$ cat config.mk
export PLATFORM = sky130hd
export DESIGN_NAME = led_pattern_gen
export DESIGN_NICKNAME = d
export VERILOG_FILES = /design/src/rtl/led_pkg.sv /design/src/rtl/led_pattern_gen_channel.sv /design/src/rtl/led_pattern_gen.sv
export SDC_FILE = /design/constraint.sdc
export NUM_CORES = 1
export LEC_CHECK = 0
export ABC_CLOCK_PERIOD_IN_PS = 2700
export CORE_UTILIZATION = 46
export DETAILED_ROUTE_END_ITERATION = 7
export PLACE_DENSITY_LB_ADDON = 0.1
export REMOVE_ABC_BUFFERS = 1
export SETUP_SLACK_MARGIN = 0.02
export SLEW_MARGIN = 15
export SYNTH_ARGS = -nofsm -noshare
export SYNTH_HDL_FRONTEND = slang
export SYNTH_SLANG_ARGS = --single-unit
$ cat constraint.sdc
create_clock -name clk -period 2.7 [get_ports clk]
set_input_delay 0.405 -clock clk [delete_from_list [all_inputs] [get_ports clk]]
set_output_delay 0.405 -clock clk [all_outputs]
set_load 0.01 [all_outputs]
$ cat src/rtl/led_pkg.sv
// Shared encodings for the multi-channel LED pattern generator.
package led_pkg;

  typedef enum logic [1:0] {
    MODE_OFF     = 2'd0,
    MODE_STATIC  = 2'd1,
    MODE_BLINK   = 2'd2,
    MODE_BREATHE = 2'd3
  } mode_e;

  typedef enum logic {
    ST_UP   = 1'b0,
    ST_DOWN = 1'b1
  } breathe_e;

endpackage

$ cat src/rtl/led_pattern_gen_channel.sv
// One LED channel: mode/level registers, blink phase, breathe ramp FSM and PWM output flop.
module led_channel
  import led_pkg::*;
#(
  parameter int unsigned PWM_W = 8
) (
  input  logic             clk,
  input  logic             rst,
  input  logic             tick,
  input  logic             wr,
  input  logic [1:0]       mode_in,
  input  logic [PWM_W-1:0] level_in,
  input  logic [PWM_W-1:0] pwm_cnt,
  output logic             led
);

  mode_e            mode_q, mode_d;
  logic [PWM_W-1:0] level_q, level_d;
  logic             phase_q, phase_d;
  logic [PWM_W-1:0] ramp_q, ramp_d;
  breathe_e         st_q, st_d;
  logic [PWM_W-1:0] duty;
  logic             led_d;

  always_ff @(posedge clk or posedge rst) begin
    if (rst) begin
      mode_q  <= MODE_OFF;
      level_q <= '0;
      phase_q <= 1'b0;
      ramp_q  <= '0;
      st_q    <= ST_UP;
      led     <= 1'b0;
    end else begin
      mode_q  <= mode_d;
      level_q <= level_d;
      phase_q <= phase_d;
      ramp_q  <= ramp_d;
      st_q    <= st_d;
      led     <= led_d;
    end
  end

  // A write takes priority over a coincident tick and restarts the pattern.
  always_comb begin
    mode_d  = mode_q;
    level_d = level_q;
    phase_d = phase_q;
    ramp_d  = ramp_q;
    st_d    = st_q;
    if (wr) begin
      mode_d  = mode_e'(mode_in);
      level_d = level_in;
      phase_d = 1'b0;
      ramp_d  = '0;
      st_d    = ST_UP;
    end else if (tick) begin
      if (mode_q == MODE_BLINK) begin
        phase_d = ~phase_q;
      end
      if (mode_q == MODE_BREATHE) begin
        unique case (st_q)
          ST_UP: begin
            if (ramp_q < level_q) begin
              ramp_d = ramp_q + PWM_W'(1);
            end else begin
              st_d = ST_DOWN;
              if (ramp_q != '0) ramp_d = ramp_q - PWM_W'(1);
            end
          end
          ST_DOWN: begin
            if (ramp_q != '0) begin
              ramp_d = ramp_q - PWM_W'(1);
            end else begin
              st_d = ST_UP;
              if (level_q != '0) ramp_d = ramp_q + PWM_W'(1);
            end
          end
        endcase
      end
    end
  end

  always_comb begin
    duty = '0;
    unique case (mode_q)
      MODE_OFF:     duty = '0;
      MODE_STATIC:  duty = level_q;
      MODE_BLINK:   duty = phase_q ? level_q : '0;
      MODE_BREATHE: duty = ramp_q;
    endcase
    led_d = (pwm_cnt < duty);
  end

endmodule

$ cat src/rtl/led_pattern_gen.sv
// Multi-channel LED driver: shared prescaler tick and free-running PWM counter feeding N_CH channels.
module led_pattern_gen
  import led_pkg::*;
#(
  parameter int unsigned N_CH    = 3,
  parameter int unsigned PWM_W   = 8,
  parameter int unsigned PRESC_W = 24
) (
  input  logic                                         clk,
  input  logic                                         rst,
  input  logic [PRESC_W-1:0]                           presc_div,
  input  logic                                         cfg_wr,
  input  logic [((N_CH > 1) ? $clog2(N_CH) : 1)-1:0]   cfg_ch,
  input  logic [1:0]                                   cfg_mode,
  input  logic [PWM_W-1:0]                             cfg_level,
  output logic                                         tick,
  output logic [N_CH-1:0]                              led
);

  localparam int unsigned CH_W = (N_CH > 1) ? $clog2(N_CH) : 1;

  logic [PRESC_W-1:0] presc_cnt_q, presc_cnt_d;
  logic               tick_d;
  logic [PWM_W-1:0]   pwm_cnt_q;

  // No early reload: if presc_div drops below the count, it runs on and wraps.
  always_comb begin
    tick_d      = 1'b0;
    presc_cnt_d = presc_cnt_q + PRESC_W'(1);
    if (presc_cnt_q == presc_div) begin
      tick_d      = 1'b1;
      presc_cnt_d = '0;
    end
  end

  always_ff @(posedge clk or posedge rst) begin
    if (rst) begin
      presc_cnt_q <= '0;
      tick        <= 1'b0;
      pwm_cnt_q   <= '0;
    end else begin
      presc_cnt_q <= presc_cnt_d;
      tick        <= tick_d;
      pwm_cnt_q   <= pwm_cnt_q + PWM_W'(1);
    end
  end

  for (genvar i = 0; i < N_CH; i++) begin : g_ch
    // Out-of-range channel indices match no instance, so such writes vanish.
    logic wr_sel;
    assign wr_sel = cfg_wr && (cfg_ch == CH_W'(i));

    led_channel #(
      .PWM_W (PWM_W)
    ) u_ch (
      .clk      (clk),
      .rst      (rst),
      .tick     (tick),
      .wr       (wr_sel),
      .mode_in  (cfg_mode),
      .level_in (cfg_level),
      .pwm_cnt  (pwm_cnt_q),
      .led      (led[i])
    );
  end

endmodule

# Yosys cells after proc, flatten, opt, wreduce, memory -nomap -nowiden
# Cells that the tools add are included.
[totals] register_bits=96 input_bits=39 out_inout_bits=4
[classes] addsub=8 n_lt_le_gt_ge=6 eq_ne=18 n_mux=59 bitwise_logic=6 reduce_logical=31
[ops] operator="8-bit 2-to-1 mux" count=24
[ops] operator="8-bit one-hot mux with 4 select lines" count=3
[ops] operator="8-bit less-than comparator" count=6
[ops] operator="8-bit one-hot mux with 2 select lines" count=3
[ops] operator="8-bit nonzero test" count=6
[ops] operator="8-bit by 1-bit adder with 8-bit output (second input constant)" count=4
[ops] operator="1-bit 2-to-1 mux" count=25
[ops] operator="24-bit by 1-bit adder with 24-bit output (second input constant)" count=1
[ops] operator="24-bit == test" count=1
[ops] operator="24-bit 2-to-1 mux" count=1
[ops] operator="8-bit by 1-bit subtractor with 8-bit output (second input constant)" count=3
[ops] operator="2-bit nonzero test" count=9
[ops] operator="2-bit == test (second input constant)" count=7
[ops] operator="4-bit by 1-bit inequality test with 1-bit output (second input constant)" count=3
[ops] operator="4-bit by 3-bit inequality test with 1-bit output (second input constant)" count=3
[ops] operator="2-bit AND reduction" count=6
[ops] operator="4-bit AND reduction" count=3
[ops] operator="2-bit by 1-bit == test with 1-bit output (second input constant)" count=4
[ops] operator="2-bit logical NOT" count=4
[ops] operator="1-bit inverter" count=6
[ops] operator="1-bit one-hot mux with 2 select lines" count=3
[ops] operator="1-bit logical AND" count=3

# Depth between registers and ports, before layout
# Gate-level depths: netlist of run 1.
[depth] depth_word=7 mapped_depth=10 ltp_nobuf=9

# Cells and area by module
# Synthesis of run 1 repeated with hierarchy kept, for this count alone.
[hier_totals] hier_cells=743 hier_area_um2=6916.6
[by_module_without_submodules] mod="led_pattern_gen" instances=1 cells_each=188 area_each_um2=2001.9 seq_area_each_um2=825.8
[by_module_without_submodules] mod="led_channel (g_ch[2].u_ch)" instances=1 cells_each=186 area_each_um2=1667.8 seq_area_each_um2=525.5
[by_module_without_submodules] mod="led_channel (g_ch[1].u_ch)" instances=1 cells_each=184 area_each_um2=1624.1 seq_area_each_um2=525.5
[by_module_without_submodules] mod="led_channel (g_ch[0].u_ch)" instances=1 cells_each=185 area_each_um2=1622.8 seq_area_each_um2=525.5

# Worst setup path before layout of run 1
# No wires, ideal clock.
[synth_timing] path_kind="reg2reg" start="reg g_ch[2].u_ch.ramp_q[7]" end="reg g_ch[2].u_ch.ramp_q[2]" setup_ns=0.087 arrival_ns=2.099 setup_slack_ns=0.514 stages_incl_launch_ff=7 period_less_slack_ns=2.186 path_cell_list="dfrtp_1 -> ha_1 -> nand4_1 -> o31ai_2 -> nand2_1 -> or4b_1 -> o211ai_1"
[synth_between] elab_chain_len=6
[synth_rtl] item="start, declared" line="led_pattern_gen_channel.sv:20" source="logic [PWM_W-1:0] ramp_q, ramp_d;"
[synth_rtl] item="start signal, assigned" line="led_pattern_gen_channel.sv:37" source="ramp_q <= ramp_d;"
[synth_rtl] item="8-bit less-than comparator / 8-bit nonzero test (equally long branches)" line="led_pattern_gen_channel.sv:63, led_pattern_gen_channel.sv:67, led_pattern_gen_channel.sv:71"
[synth_rtl] item="8-bit 2-to-1 mux (on tied branches)" line="led_pattern_gen_channel.sv:63, led_pattern_gen_channel.sv:71"
[synth_rtl] item="8-bit one-hot mux with 2 select lines" line="led_pattern_gen_channel.sv:61" source="unique case (st_q)"
[synth_rtl] item="8-bit 2-to-1 mux" line="led_pattern_gen_channel.sv:60" source="if (mode_q == MODE_BREATHE) begin"
[synth_rtl] item="8-bit 2-to-1 mux" line="led_pattern_gen_channel.sv:56" source="end else if (tick) begin"
[synth_rtl] item="8-bit 2-to-1 mux" line="led_pattern_gen_channel.sv:50" source="if (wr) begin"
# Several ways; a longest one is shown, not always the timed one. The select of a mux whose other input is x is not followed.
# A chain may end at the register's enable or synchronous reset.

# Final worst setup path of run 1
[layout_timing] start="reg g_ch[0].u_ch.ramp_q[2]" end="reg g_ch[0].u_ch.ramp_q[5]"
[layout_between] elab_chain_len=7
[layout_rtl] item="start, declared" line="led_pattern_gen_channel.sv:20"
[layout_rtl] item="start signal, assigned" line="led_pattern_gen_channel.sv:37"
[layout_rtl] item="8-bit by 1-bit adder with 8-bit output / 8-bit by 1-bit subtractor with 8-bit output (equally long branches)"
[layout_rtl] item="8-bit 2-to-1 mux (on tied branches)" line="led_pattern_gen_channel.sv:75, led_pattern_gen_channel.sv:67"
[layout_rtl] item="8-bit 2-to-1 mux (on tied branches)" line="led_pattern_gen_channel.sv:71, led_pattern_gen_channel.sv:63"
[layout_rtl] item="8-bit one-hot mux with 2 select lines" line="led_pattern_gen_channel.sv:61"
[layout_rtl] item="8-bit 2-to-1 mux" line="led_pattern_gen_channel.sv:60"
[layout_rtl] item="8-bit 2-to-1 mux" line="led_pattern_gen_channel.sv:56"
[layout_rtl] item="8-bit 2-to-1 mux" line="led_pattern_gen_channel.sv:50"
# Several ways; a longest one is shown, not always the timed one. The select of a mux whose other input is x is not followed.

==> results.md, run 1 <==
* Routed WL per cell at 17.17 µm
* Critical path arrival at 2.73 ns
* DRT Wirelength at 16.99 mm
* Reg2reg start: g_ch[0].u_ch.ramp_q[2]$_DFFE_PP0P_
* Cell count after synthesis at 751
* Total gr overflow at 0
* GPL Wtd Cong at 0.9461
* Fmax at 0.4005 GHz
* Post-synth ARST share at 100.0%
* Net count, final at 896
* Run status: finished, final reports clean
* ANT cells at 0
* PwrDens at 478.6 nW/µm²
* Die area at 14,860 µm²
* RSZ-0062 raised after global routing: false
* Share of cells above drive strength 1 at 8.035%
* WS Path Type: reg -> reg
* Post-CTS Resized at 0
* Number of remaining DRC errors at 0
* Least-Margin Pin Slew at 0.5478 ns
* Area fraction of the dominant cell type after synthesis at 36.33%
* CTS tree: yes
* Die Wd at 121.9 µm
* Ranking of synthesized cells by area: dfrtp_1 (36%), ha_1 (10%), nand2_1 (5.3%)
* Die H at 121.9 µm
* Buffers on Ports at 42
* Startpoint types: register
* Seq/Total Area, Yosys at 36.33%
* CP bufs+invs at 0
* Worst skew pair latency at 0.36 ns
* Levels on crit path at 7
* Post-synth top cells: dfrtp_1 (96), nand2_1 (93), ha_1 (53), nor2_1 (53), o21ai_0 (41)
* Detailed placement HPWL at 12.67 mm
* All-Layer GR Usage at 24.32%
* DP Cell Count at 973
* Core Util, Final at 55.10%
* Post-synth top flop: dfrtp_1
* Final hold viol count at 0
* Setup crit end: g_ch[0].u_ch.ramp_q[5]$_DFFE_PP0P_
* Number of global-route vias before repair at 5,655
* IO Count at 43
* Core Rows at 43
* Vias per std cell at 5.867
* Relative slew margins at 63.32%
* Max-cap violations at 0
* Slew Viols, Final at 0
* Min Tclk post-route at 2.497 ns
* Post-DRT Antenna Nets at 0
* CTS HTree Levels at 3
* WHS at 0.3059 ns
* Leak at 3.398 nW
* Setup Buffers After CTS at 0
* Largest area contributor in the synthesized netlist: dfrtp_1
* Reg2reg setup slack at 0.20 ns
* Final cell count without fillers at 989
* Cell Area, Synth at 6613 µm²
* Clock Sinks at 96
* CTS Buffer Depth at 2
* Initial core utilization at 47.45%
* RR Endpoint: g_ch[0].u_ch.ramp_q[5]$_DFFE_PP0P_
* Min-delay worst type: in -> async
* CP max stage cell: dfrtp_1
* Netlist cell types at 61
* Max FO, Critical Path at 13
* Finished Cell Area at 7677 µm²
* Period utilization at 92.48%
* Vias post-DR at 5,802
* Number of synthesized flops with an enable pin at 0
* Iteration-0 DRC Markers at 432
* Synthesis-to-finish area growth at 16.10%
* Peak supply drop at 0.0003137 V
* Yosys reg bits at 96
* Root Buffer: clkbuf_16
* Worst setup EP type: register
* Largest net degree at the start of global routing at 49
* Crit-path max cell delay at 0.60 ns
* Critical path required time at 2.94 ns
* Dpl cell area at 7382 µm²
* Setup Skew at 0.006504 ns
* Count leader, synth: dfrtp_1
* Critical path origin: g_ch[0].u_ch.ramp_q[2]$_DFFE_PP0P_
* CP Cell Sequence: ha_1, o21a_1, nor2_1, o31ai_4, nand2_1, and3_1, or3_1
* Avg Synthesized Cell Area at 8.805 µm²
* Antenna violations before repair at 0
* Reg2Reg Depth at 7
* Hold buffer count at cts at 0
* Clock transition at path regs at 0.07 ns
* CP delay by family, top: simple AND/OR/NAND/NOR gates
* Core area at 13,930 µm²
* Cts bufs inserted at 9
* First-pass GRT wire length at 28.26 mm
* Final number of setup-violating endpoints at 0
* DRT Pass-1 Iters at 5
* Synthesis Warnings at 0
power by group:
group / switching, mW / internal [mW] / leakage (nW) / total (mW)
clock network: 0.591 / 0.720 / 0.146 / 1.31
registers: 0.0905 / 1.53 / 1.24 / 1.62
logic: 0.410 / 0.332 / 2.01 / 0.741
metal layers:
metal  vias to the layer above  track usage [%]  wire length (µm)
met4                         0            7.330               182
met3                        18            4.307               718
met2                       151            39.12              8015
li1                       2814                -                 -
met5                         -                0                 0
met1                      2819            33.24              8070
sequential cells by signal (all words and copies together), names as in the netlist:
signal / cells
tick: 1
g_ch.u_ch.ramp_q: 24
g_ch.u_ch.phase_q: 3
presc_cnt_q: 24
g_ch.u_ch.st_q: 3
g_ch.u_ch.mode_q: 6
g_ch.u_ch.level_q: 24
g_ch.u_ch.led: 3
pwm_cnt_q: 8
cells by family (layout without fill, tap and decap cells):
| group | count (synthesis) | in the layout | share of synthesized area, % |
|---|---|---|---|
| buf+inv | 66 | 124 | 4.049 |
| fa+ha+maj | 53 | 53 | 10.03 |
| mux | 8 | 8 | 1.211 |
| flops | 96 | 96 | 36.33 |
| xor+xnor | 59 | 59 | 7.815 |
| simple gates | 315 | 315 | 24.14 |
| compound gates | 154 | 154 | 16.42 |
how the worst min path moves through the flow:
stage	startpoint	endpoint	slack [ns]	cells past startpoint
after floorplan	presc_cnt_q[0]$_DFF_PP0_	presc_cnt_q[0]$_DFF_PP0_	0.47	1
after global placement	presc_cnt_q[0]$_DFF_PP0_	presc_cnt_q[0]$_DFF_PP0_	0.51	1
after detailed placement	presc_cnt_q[0]$_DFF_PP0_	presc_cnt_q[0]$_DFF_PP0_	0.51	1
after CTS	rst	presc_cnt_q[0]$_DFF_PP0_	0.30	2
after global routing	rst	presc_cnt_q[0]$_DFF_PP0_	0.32	2
final	rst	g_ch[2].u_ch.led$_DFF_PP0_	0.31	2
cell type report:
type                            instances  area, µm²
Multi-Input combinational cell        589       3955
Timing Repair Buffer                   73      665.6
Tap cell                              180      225.2
Clock inverter                          7      70.07
Sequential cell                        96       2402
Fill cell                            1289       6257
Clock buffer                            9      225.2
Inverter                               35      133.9
per-stage QoR:
step | worst slack, ns | power, mW | setup TNS [ns]
after global placement | 0.3510 | 2.368 | 0
after detailed placement | 0.2370 | 2.386 | 0
final | 0.2031 | 3.675 | 0
after CTS | 0.2341 | 3.699 | 0
after floorplan | -0.2104 | 2.105 | -20.20
after global routing | 0.05682 | 3.855 | 0
cells in the final DEF (no fill, tap or decap), types with 15 or more instances in the layout:
cell type and n:
a22oi_1 20, inv_1 34, nor3_1 22, a21oi_1 22, o21ai_0 41, clkdlybuf4s50_1 42
xor2_1 33, nor2_1 52, and3_1 21, xnor2_1 26, nand4_1 17, dfrtp_1 96
nor4_1 15, buf_4 30, nand3_1 30, ha_1 53, nand2_1 93
worst reg2reg max path, stage by stage, from the launching register on:
cell and delay, ns:
dfrtp_1 0.60, ha_1 0.30, o21a_1 0.15, nor2_1 0.07
o31ai_4 0.41, nand2_1 0.32, and3_1 0.23, or3_1 0.30
(Power assumes the default switching activity.)
==> run 2, diff against run 1 <==
- CORE_MARGIN: unset -> 2
==> run 2 against run 1 <==
Power down 2.4%. Count of clock-buffer cells in the layout grew 2. Largest cell class unchanged. Core utilization shrank 0.27 points. Routed wire length up 1.6%. Combinational power about the same. Critical endpoint is now g_ch[2].u_ch.ramp_q[2]$_DFFE_PP0P_. Clock power down 7%. Clock skew down 0.0010 ns.
==> results.md, run 2 (same netlist as run 1, synthesis figures left out) <==
* Hold buffer count at cts at 0
* Most common cell after layout, fill and taps aside: dfrtp_1
* Max-cap violations at 0
* Antenna violations before repair at 0
* Worst skew pair latency at 0.36 ns
* Post-DRT Antenna Nets at 0
* Core area at 13,930 µm²
* IO Count at 43
* Cts bufs inserted at 9
* Final number of setup-violating endpoints at 0
* Largest regs: g_ch.u_ch.level_q (24), g_ch.u_ch.ramp_q (24), presc_cnt_q (24)
* Largest net degree at the start of global routing at 73
* Buffers on Ports at 42
* Iteration-0 DRC Markers at 412
* Post-CTS Resized at 0
* DRT Pass-1 Iters at 5
* Max FO, Critical Path at 8
* Startpoint types: register
* Detailed placement HPWL at 12.97 mm
* Setup Buffers After CTS at 0
* Clock Sinks at 96
* Initial core utilization at 47.45%
* Min Tclk post-route at 2.500 ns
* Least-Margin Pin Slew at 0.5608 ns
* Layout fillers at 1,264
* Vias post-DR at 5,782
* CTS Buffer Depth at 2
* RR Endpoint: g_ch[2].u_ch.ramp_q[2]$_DFFE_PP0P_
* Peak supply drop at 0.0002956 V
* Reg2reg start: g_ch[2].u_ch.ramp_q[5]$_DFFE_PP0P_
* Root Buffer: clkbuf_16
* Routed WL per cell at 17.50 µm
* Critical path arrival at 2.77 ns
* Min-delay worst type: in -> async
* Share of cells above drive strength 1 at 7.568%
* RSZ-0062 raised after global routing: false
* Run status: finished, final reports clean
* All-Layer GR Usage at 23.48%
* Fmax at 0.4000 GHz
* Synthesis-to-finish area growth at 15.53%
* Final cell count without fillers at 986
* PwrDens at 469.4 nW/µm²
* First-pass GRT wire length at 27.78 mm
* Total gr overflow at 0
* DP Cell Count at 971
* Vias per std cell at 5.864
* Setup WS pre-CTS at 0.2458 ns
* Slew Viols, Final at 0
* Reg2Reg Depth at 6
* CTS tree: yes
* Number of global-route vias before repair at 5,582
* Net count, final at 894
* Clock transition at path regs at 0.07 ns
* GPL Wtd Cong at 0.9216
* Design Power at 3.586 mW
* Die area at 15,350 µm²
* WS Path Type: reg -> reg
* ANT cells at 0
* Final setup margin at 0.2003 ns
* Setup Skew at 0.005475 ns
* Setup Total Neg Slack at 0 ns
* Core Rows at 43
* Period utilization at 92.58%
* Most frequent cells in the layout: dfrtp_1 (96), nand2_1 (93), ha_1 (53)
* Final hold viol count at 0
* Leak at 3.374 nW
* Reg2reg setup slack at 0.20 ns
* Critical path required time at 2.97 ns
* Relative slew margins at 62.22%
* DRT Wirelength at 17.25 mm
* Die Wd at 123.9 µm
* Die H at 123.9 µm
* CTS HTree Levels at 3
* Worst setup EP type: register
* Core Util, Final at 54.83%
* Number of remaining DRC errors at 0
run 2: report_power, final:
part | switching (mW) | internal [mW]
registers | 0.0911 | 1.53
clock network | 0.572 | 0.648
logic | 0.413 | 0.329
total | 1.08 | 2.51
run 2: worst max path at each step:
stage / startpoint / to / slack, ns / depth (start not counted)
finish: g_ch[2].u_ch.ramp_q[5]$_DFFE_PP0P_ / g_ch[2].u_ch.ramp_q[2]$_DFFE_PP0P_ / 0.20 / 6
global route: g_ch[2].u_ch.ramp_q[7]$_DFFE_PP0P_ / g_ch[2].u_ch.ramp_q[2]$_DFFE_PP0P_ / 0.03 / 6
CTS: g_ch[2].u_ch.ramp_q[5]$_DFFE_PP0P_ / g_ch[2].u_ch.ramp_q[2]$_DFFE_PP0P_ / 0.22 / 6
detailed placement: g_ch[2].u_ch.ramp_q[5]$_DFFE_PP0P_ / g_ch[2].u_ch.ramp_q[2]$_DFFE_PP0P_ / 0.25 / 6
global placement: g_ch[2].u_ch.ramp_q[7]$_DFFE_PP0P_ / g_ch[2].u_ch.ramp_q[2]$_DFFE_PP0P_ / 0.34 / 6
floorplan: rst / g_ch[0].u_ch.led$_DFF_PP0_ / -0.21 / 1
run 2: cell type report:
class | count | area (µm²) | share of cell area, %
clock buffer | 11 | 242.7 | 3.177
clock inverter | 4 | 30.03 | 0.3931
inverter | 35 | 133.9 | 1.752
multi-input combinational | 589 | 3955 | 51.77
sequential | 96 | 2402 | 31.44
tap | 180 | 225.2 | 2.948
timing repair buffer | 71 | 650.6 | 8.516
run 2: metal layers:
layer / global-route usage (%) / up-vias / share of wire, %
li1: - / 2812 / -
met2: 37.91 / 151 / 47
met4: 8.638 / 0 / 2.4
met5: 0 / - / 0
met1: 31.87 / 2792 / 46
met3: 3.892 / 27 / 4.4
run 2: through the flow:
step | cell area [µm²] | hold WS, ns
finish | 7640 | 0.3770
global route | 7640 | 0.4080
CTS | 7640 | 0.3854
detailed placement | 7367 | 0.5162
global placement | 7367 | 0.5077
floorplan | 6476 | 0.4729
run 2: worst max-delay path: stages (launching register included):
cell and delay [ns]:
dfrtp_1 0.48, ha_1 0.35, nand4_1 0.17, o31ai_2 0.42
nand2_1 0.30, or4b_1 0.52, o211ai_1 0.17
==> run 3, diff against run 2 <==
==> constraint.sdc (replaced) <==
create_clock -name clk -period 2.7 [get_ports clk]
set_input_delay 0.405 -clock clk [delete_from_list [all_inputs] [get_ports clk]]
set_output_delay 0.405 -clock clk [all_outputs]
set_load 0.05 [all_outputs]
==> results of run 3 <==
The final DEF is identical to that of run 2. Status: finished, final reports clean.
Among the figures that moved: total power 3.586 mW -> 3.634 mW
